<file path="src/rtl/imem_fetch_unit.sv">
// Instruction-memory front end for the fetch stage.
//
// Serves if_instr for if_PC out of a 2-entry fetch buffer (E0/E1) and prefetches the
// next sequential word after every hit. A single-outstanding req/ack bus fetches missing
// words, with a watchdog that aborts a request after TIMEOUT unacknowledged cycles.
//
// Ports:
//   clock, reset  - rising-edge clock; synchronous active-high reset
//   if_PC         - fetch address from the fetch stage
//   buf_inv       - one-cycle pulse, invalidates both buffer entries
//   mem_ack       - memory accepts the request; mem_rdata valid in the same cycle
//   mem_rdata     - instruction word from memory
//   mem_req       - registered bus request, held until ack or timeout
//   mem_addr      - registered word address of the request
//   if_instr      - instruction for if_PC (NOP when not a hit)
//   fetch_stall   - high while if_PC is not available
//   bus_err       - one-cycle pulse on a request timeout
//   addr_err      - if_PC is not word aligned
module imem_fetch_unit #(
    parameter int unsigned TIMEOUT = 255,
    parameter int unsigned CNT_W   = 8
) (
    input  logic        clock,
    input  logic        reset,
    input  logic [31:0] if_PC,
    input  logic        buf_inv,
    input  logic        mem_ack,
    input  logic [31:0] mem_rdata,
    output logic        mem_req,
    output logic [31:0] mem_addr,
    output logic [31:0] if_instr,
    output logic        fetch_stall,
    output logic        bus_err,
    output logic        addr_err
);

    typedef enum logic [1:0] {StIdle, StReq, StFill} state_e;

    state_e            state_q, state_d;
    logic [1:0]        valid_q, valid_d;
    logic [1:0][29:0]  tag_q, tag_d;
    logic [1:0][31:0]  data_q, data_d;
    logic              cur_q, cur_d;
    logic              target_q, target_d;
    logic              demand_q, demand_d;
    logic              discard_q, discard_d;
    logic              wr_ok_q, wr_ok_d;
    logic [31:0]       fill_data_q, fill_data_d;
    logic [CNT_W-1:0]  cnt_q, cnt_d;
    logic              mem_req_q, mem_req_d;
    logic [31:0]       mem_addr_q, mem_addr_d;
    logic              bus_err_q, bus_err_d;

    logic [29:0] pc_tag;
    logic [1:0]  match;
    logic        hit;
    logic        hit_idx;
    logic        other_idx;
    logic [29:0] next_tag;
    logic        pf_have;
    logic        timeout_hit;

    assign pc_tag      = if_PC[31:2];
    assign addr_err    = |if_PC[1:0];
    assign match[0]    = valid_q[0] && (tag_q[0] == pc_tag);
    assign match[1]    = valid_q[1] && (tag_q[1] == pc_tag);
    assign hit         = !addr_err && (|match);
    assign hit_idx     = ~match[0];  // E0 wins when both match
    assign other_idx   = ~hit_idx;
    assign if_instr    = hit ? data_q[hit_idx] : 32'h0000_0000;
    assign fetch_stall = !hit && !addr_err;
    assign next_tag    = tag_q[hit_idx] + 30'd1;  // wraps modulo 2^30
    assign pf_have     = valid_q[other_idx] && (tag_q[other_idx] == next_tag);
    assign timeout_hit = (TIMEOUT != 0) && (cnt_q == CNT_W'(TIMEOUT));

    assign mem_req  = mem_req_q;
    assign mem_addr = mem_addr_q;
    assign bus_err  = bus_err_q;

    always_comb begin
        state_d     = state_q;
        valid_d     = valid_q;
        tag_d       = tag_q;
        data_d      = data_q;
        cur_d       = cur_q;
        target_d    = target_q;
        demand_d    = demand_q;
        discard_d   = discard_q;
        wr_ok_d     = wr_ok_q;
        fill_data_d = fill_data_q;
        cnt_d       = cnt_q;
        mem_req_d   = mem_req_q;
        mem_addr_d  = mem_addr_q;
        bus_err_d   = 1'b0;

        unique case (state_q)
            StIdle: begin
                if (fetch_stall) begin
                    mem_req_d  = 1'b1;
                    mem_addr_d = {pc_tag, 2'b00};
                    target_d   = ~cur_q;
                    demand_d   = 1'b1;
                    discard_d  = 1'b0;
                    cnt_d      = '0;
                    state_d    = StReq;
                end else if (hit) begin
                    cur_d = hit_idx;
                    if (!pf_have) begin
                        mem_req_d  = 1'b1;
                        mem_addr_d = {next_tag, 2'b00};
                        target_d   = other_idx;
                        demand_d   = 1'b0;
                        discard_d  = 1'b0;
                        cnt_d      = '0;
                        state_d    = StReq;
                    end
                end
            end
            StReq: begin
                if (mem_ack) begin
                    mem_req_d   = 1'b0;
                    fill_data_d = mem_rdata;
                    // Data fetched across an invalidation is stale; drop it.
                    wr_ok_d     = !(buf_inv || discard_q);
                    state_d     = StFill;
                end else if (timeout_hit) begin
                    mem_req_d = 1'b0;
                    bus_err_d = 1'b1;
                    state_d   = StIdle;
                end else begin
                    cnt_d = cnt_q + CNT_W'(1);
                    if (buf_inv) begin
                        discard_d = 1'b1;
                    end
                end
            end
            StFill: begin
                // The entry becomes visible on leaving FILL, so a hit first appears in IDLE.
                if (wr_ok_q && !buf_inv) begin
                    valid_d[target_q] = 1'b1;
                    tag_d[target_q]   = mem_addr_q[31:2];
                    data_d[target_q]  = fill_data_q;
                    if (demand_q) begin
                        cur_d = target_q;
                    end
                end
                state_d = StIdle;
            end
            default: state_d = StIdle;
        endcase

        if (buf_inv) begin
            valid_d = 2'b00;
        end
    end

    always_ff @(posedge clock) begin
        if (reset) begin
            state_q     <= StIdle;
            valid_q     <= 2'b00;
            tag_q       <= '0;
            data_q      <= '0;
            cur_q       <= 1'b0;
            target_q    <= 1'b0;
            demand_q    <= 1'b0;
            discard_q   <= 1'b0;
            wr_ok_q     <= 1'b0;
            fill_data_q <= '0;
            cnt_q       <= '0;
            mem_req_q   <= 1'b0;
            mem_addr_q  <= '0;
            bus_err_q   <= 1'b0;
        end else begin
            state_q     <= state_d;
            valid_q     <= valid_d;
            tag_q       <= tag_d;
            data_q      <= data_d;
            cur_q       <= cur_d;
            target_q    <= target_d;
            demand_q    <= demand_d;
            discard_q   <= discard_d;
            wr_ok_q     <= wr_ok_d;
            fill_data_q <= fill_data_d;
            cnt_q       <= cnt_d;
            mem_req_q   <= mem_req_d;
            mem_addr_q  <= mem_addr_d;
            bus_err_q   <= bus_err_d;
        end
    end

endmodule

</file>
<file path="config.mk">
export PLATFORM = sky130hd
export DESIGN_NAME = imem_fetch_unit
export DESIGN_NICKNAME = d
export VERILOG_FILES = /design/src/rtl/imem_fetch_unit.sv
export SDC_FILE = /design/constraint.sdc
export NUM_CORES = 1
export LEC_CHECK = 0
export ABC_AREA = 0
export CAP_MARGIN = 40
export CORE_MARGIN = 1
export CORE_UTILIZATION = 55
export DETAILED_ROUTE_END_ITERATION = 7
export GPL_ROUTABILITY_DRIVEN = 0
export PLACE_DENSITY = 0.87
export RECOVER_POWER = 25
export SYNTH_ARGS = -nofsm -noshare
export SYNTH_HDL_FRONTEND = slang
export SYNTH_SLANG_ARGS = --single-unit
</file>
<file path="constraint.sdc">
create_clock -name clock -period 12.7 [get_ports clock]
set_input_delay 3.175 -clock clock [delete_from_list [all_inputs] [get_ports clock]]
set_output_delay 3.175 -clock clock [all_outputs]
set_load 0.02 [all_outputs]
</file>
Word level (Yosys, flattened, before mapping). Index checks and enable logic that the tools add are counted.

Add/sub/neg operators: 2. $mul: 0. Divide/modulo/power cells: 0. Order comparisons: 4. Equality and inequality tests: 17. Shifts and indexed selects: 0. Muxes and demuxes: 55. Bitwise logic cells: 4. Reductions and logical operators: 28.

Operators by type and width (count): $mux 32 (7); $mux 30 (5); $eq 30x30->1 (3); $bwmux 64 (1); $bwmux 60 (1); $mux 8 (5); $demux 32 s1 (1); $add 30x1->30 const B (1); $demux 30 s1 (1); $mux 1 (23); $ne 2x2->1 const B (8); $pmux 8 s2 (1); $mux 2 (5); $reduce_and 5->1 (2); $ne 3x3->1 const B (3); $add 8x1->8 const B (1); $eq 8x8->1 const B (1); $logic_and 1x1->1 (7); $lt 1x2->1 const B (3); $pmux 1 s2 (3); $reduce_and 3->1 (2); $reduce_and 6->1 (1); $reduce_bool 2->1 (3); $reduce_or 2->1 (3); other kinds (13) (19).

Flip-flop bits (word level): 207. Bits in latches: 0. Memory bits (writable): 0. Memory bits (read-only): 0. Input port bits: 68. Output and inout bits: 68. Logic and storage cells: 126. Memories kept: 0.

Depth between registers and ports, before layout.
Depth in word-level cells: 12. Depth in mapped cells: 27. Mapped depth without buffers: 18.

Worst setup path before layout. No wires, ideal clock.

Path kind: input-to-output. Start point: input port if_PC[29]. End point: output port if_instr[10]. Arrival time: 5.907 ns. Path slack: 3.618 ns. Cell stages on the path: 12. Path buffers: 6. Path through: xnor2_1 -> nand4_1 -> nor4_1 -> and3_1 -> buf_4 -> buf_4 -> buf_4 -> clkbuf_1 -> clkbuf_1 -> clkbuf_1 -> nand2_1 -> a21oi_1.

Longest elaborated chain between the ends: 5.

RTL lines: start, declared (RTL line 25) `input logic [31:0] if_PC,`; $eq 30x30->1, on equally long branches (RTL line 65, 66); $logic_and 1x1->1, on equally long branches (RTL line 65, 66); $mux 32 (not written as such) / $reduce_or 2->1 (equally long branches) (RTL line 70, 67); $mux 32 (not written as such) / $logic_and 1x1->1 (equally long branches) (RTL line 70, 67); $mux 32 * (RTL line 70) `assign if_instr = hit ? data_q[hit_idx] : 32'h0000_0000;`; end, declared (RTL line 31) `output logic [31:0] if_instr,`.

Mark *: on every way between the ends. The rest lies on a longest branch, timed or not. The select of a mux whose other input is x is not followed.

Final worst setup path.
Start point: input port if_PC[19]. End point: output port if_instr[16].

Same word-level chain as after synthesis.

==> impl_metrics.yaml <==
global_route:
  grtUsageTotal: 0.301
  grt_first_pass_wirelength_um: 52600
  grt_pass1_vias: 10300
  grt-ovfl-total: 0
  grt_max_degree: 98
  antenna_found_initial: 1
timing:
  slew_headroom: -1.77
  min_period_ns: 9.88
  fin_ws_ns: 2.82
  fin_tns_setup_ns: 0
  worstMarginPinSlew_ns: 4.15
  post-route-period-util: 0.778
  hold_violations: 0
  max_freq_mhz: 101
  finClkSkew_ns: 0.0147
  rsz0062_at_grt: "false"
  drv_slew: 209
  setup_violations: 0
synthesis:
  ys_async_sr_fraction: 0
  ys_top_cells_by_count: "420 x nand2_1, 227 x a21oi_1, 205 x dfxtp_1"
  synth_seq_area_share: 0.363
  synth_most_common_cell: "nand2_1"
  synth_cells: 1535
  ys_warn_count: 0
  synth_area_leaders: "dfxtp_1 36%, nand2_1 14%, a21oi_1 10%, xnor2_1 8.7%, mux2i_1 4.4%"
  synth-edff-count: 0
  synth-seq-cells: 205
  syn_area_um2: 11300
  synth_top_cell_by_area: "dfxtp_1"
  syn-mean-instance-area_um2: 7.37
  synth_ff_type: "dfxtp_1"
  post_synth_num_cell_types: 54
  synth_top_area_share: 0.363
setup_path:
  critPathRequiredTime_ns: 9.52
  crit_fanout: 58
  startpoint_type: "input port"
  cp.arrival_ns: 6.70
  end_kind: "output pin"
  crit_type: "input port to output pin"
  worstRegToRegCells: 19
final_layout:
  post_route_cells_drive_above_1_share: 0.0436
  antennaDiodeCount: 0
  final_util: 0.654
  syn2layout_area_growth_pct: 17.0
  layout.nets: 1637
  fin_area_um2: 13200
clock_tree:
  clkTransAtPathRegs_ns: 0.06
  cts-htree-levels: 1
  ctsResizeCount: 0
  postCtsSetupBuffers: 0
  ctsHoldBuffers: 0
  clk_latency_ns: 0.52
  cts_tree: "yes"
  cts_buffer_depth: 3
  numCtsBuffers: 21
  cts_sinks: 205
  cts-root-buf: "clkbuf_16"
floorplanning:
  start_util: 0.559
  chipWidth_um: 145
  ios: 136
  row_count: 52
  fp.dieH_um: 145
  coreArea_um2: 20200
  die_area_um2: 21200
placement:
  place_area_um2: 12600
  dpl_worst_slack_ns: 3.02
  dp_hpwl_um: 22400
  port_buffers: 133
drt:
  post_drt_wl_per_cell_um: 17.6
  finalWirelength_um: 32500
  drtIter0Drc: 1047
  drc: 0
  firstDrtPassIters: 5
  antenna_left: 0
  vias: 11000
  viasPerCell: 5.92
status:
  status: "complete, but fails checks"
  violations: "capacitance limit, slew limit"
power:
  irDropWorstVdd_mv: 0.0773
  leakage_nw: 4.44
  p_per_area_nw_per_um2: 106
hold_path:
  hold_path_class: "register to register"
  holdPathStages: 2
job:
  drv_cap: 3
-- worst max-delay path: stages --
cell and delay, ns:
clkdlybuf4s50_1 0.51, xnor2_1 0.37, nand4_1 0.14, nor4_1 0.58, and3_4 0.78, nand2_1 0.22, a21oi_1 0.24, clkdlybuf4s50_1 0.64
-- final cells by class --
type | instances | area (um^2)
Fill cell | 1666 | 6990
Multi-Input combinational cell | 1181 | 6610
Sequential cell | 205 | 4100
Timing Repair Buffer | 148 | 1450
Clock buffer | 32 | 597
Tap cell | 270 | 338
Clock inverter | 5 | 104
Inverter | 10 | 37.5
-- where the power goes --
group	leakage, nW	total, mW	switching (mW)	internal (mW)
combinational	2.45	0.105	0.0595	0.0458
sequential	1.66	0.661	0.00861	0.653
clock	0.341	0.640	0.255	0.384
total	4.44	1.41	0.323	1.08
-- routing by layer --
layer  global-route usage  wire, um  vias to the layer above
met5                    0        15                        -
met4                0.142      1530                        2
met3               0.0721      3250                      130
met2                0.495     14900                      583
met1                0.373     12800                     5070
li1                     -         -                     5179
-- final timing paths --
check,startpoint,endpoint,slack (ns)
max reg2reg,tag_q[27],cnt_q[5],6.14
min reg2reg,mem_req,mem_req,0.45
max,if_PC[19],if_instr[16],2.82
min,mem_req,mem_req,0.45
-- sequential cells by signal, indices dropped and copies added (netlist names) --
name,flops
bus_err,1
cnt_q,8
cur_q,1
data_q,64
demand_q,1
discard_q,1
fill_data_q,32
mem_addr,30
mem_req,1
state_q,2
tag_q,60
target_q,1
valid_q,2
wr_ok_q,1
-- kinds of logic (layout without fill, tap and decap cells) --
logic type,count (synthesis),in the layout,synth area share
DFF,205,205,0.363
other,1,2,0.000331
AOI/OAI and AO/OA,296,296,0.148
adders and majority gates,2,2,0.00221
and+or+nand+nor,661,661,0.253
xor gates and xnor gates,169,169,0.132
buffers and inverters,150,195,0.0565
muxes,51,51,0.0452
-- cells in the final DEF (no fill, tap or decap), drive strengths merged, types with 31 or more instances in the layout --
| cell type | instances |
|---|---|
| a21oi | 227 |
| xor2 | 55 |
| dlygate4sd3 | 32 |
| nand4 | 37 |
| mux2i | 50 |
| nand2 | 420 |
| clkdlybuf4s50 | 100 |
| a211oi | 31 |
| clkbuf | 35 |
| dfxtp | 205 |
| xnor2 | 114 |
| nor2 | 89 |
-- through the flow --
step                      total power [mW]  hold WS (ns)  instances
final                                 1.41         0.449       1851
after global placement               0.780         0.442       1811
after floorplan                      0.729         0.437       1536
after detailed placement             0.782         0.444       1814
after CTS                             1.41         0.455       1851
after global routing                  1.45         0.472       1851
Power figures use the tool's default switching activity.
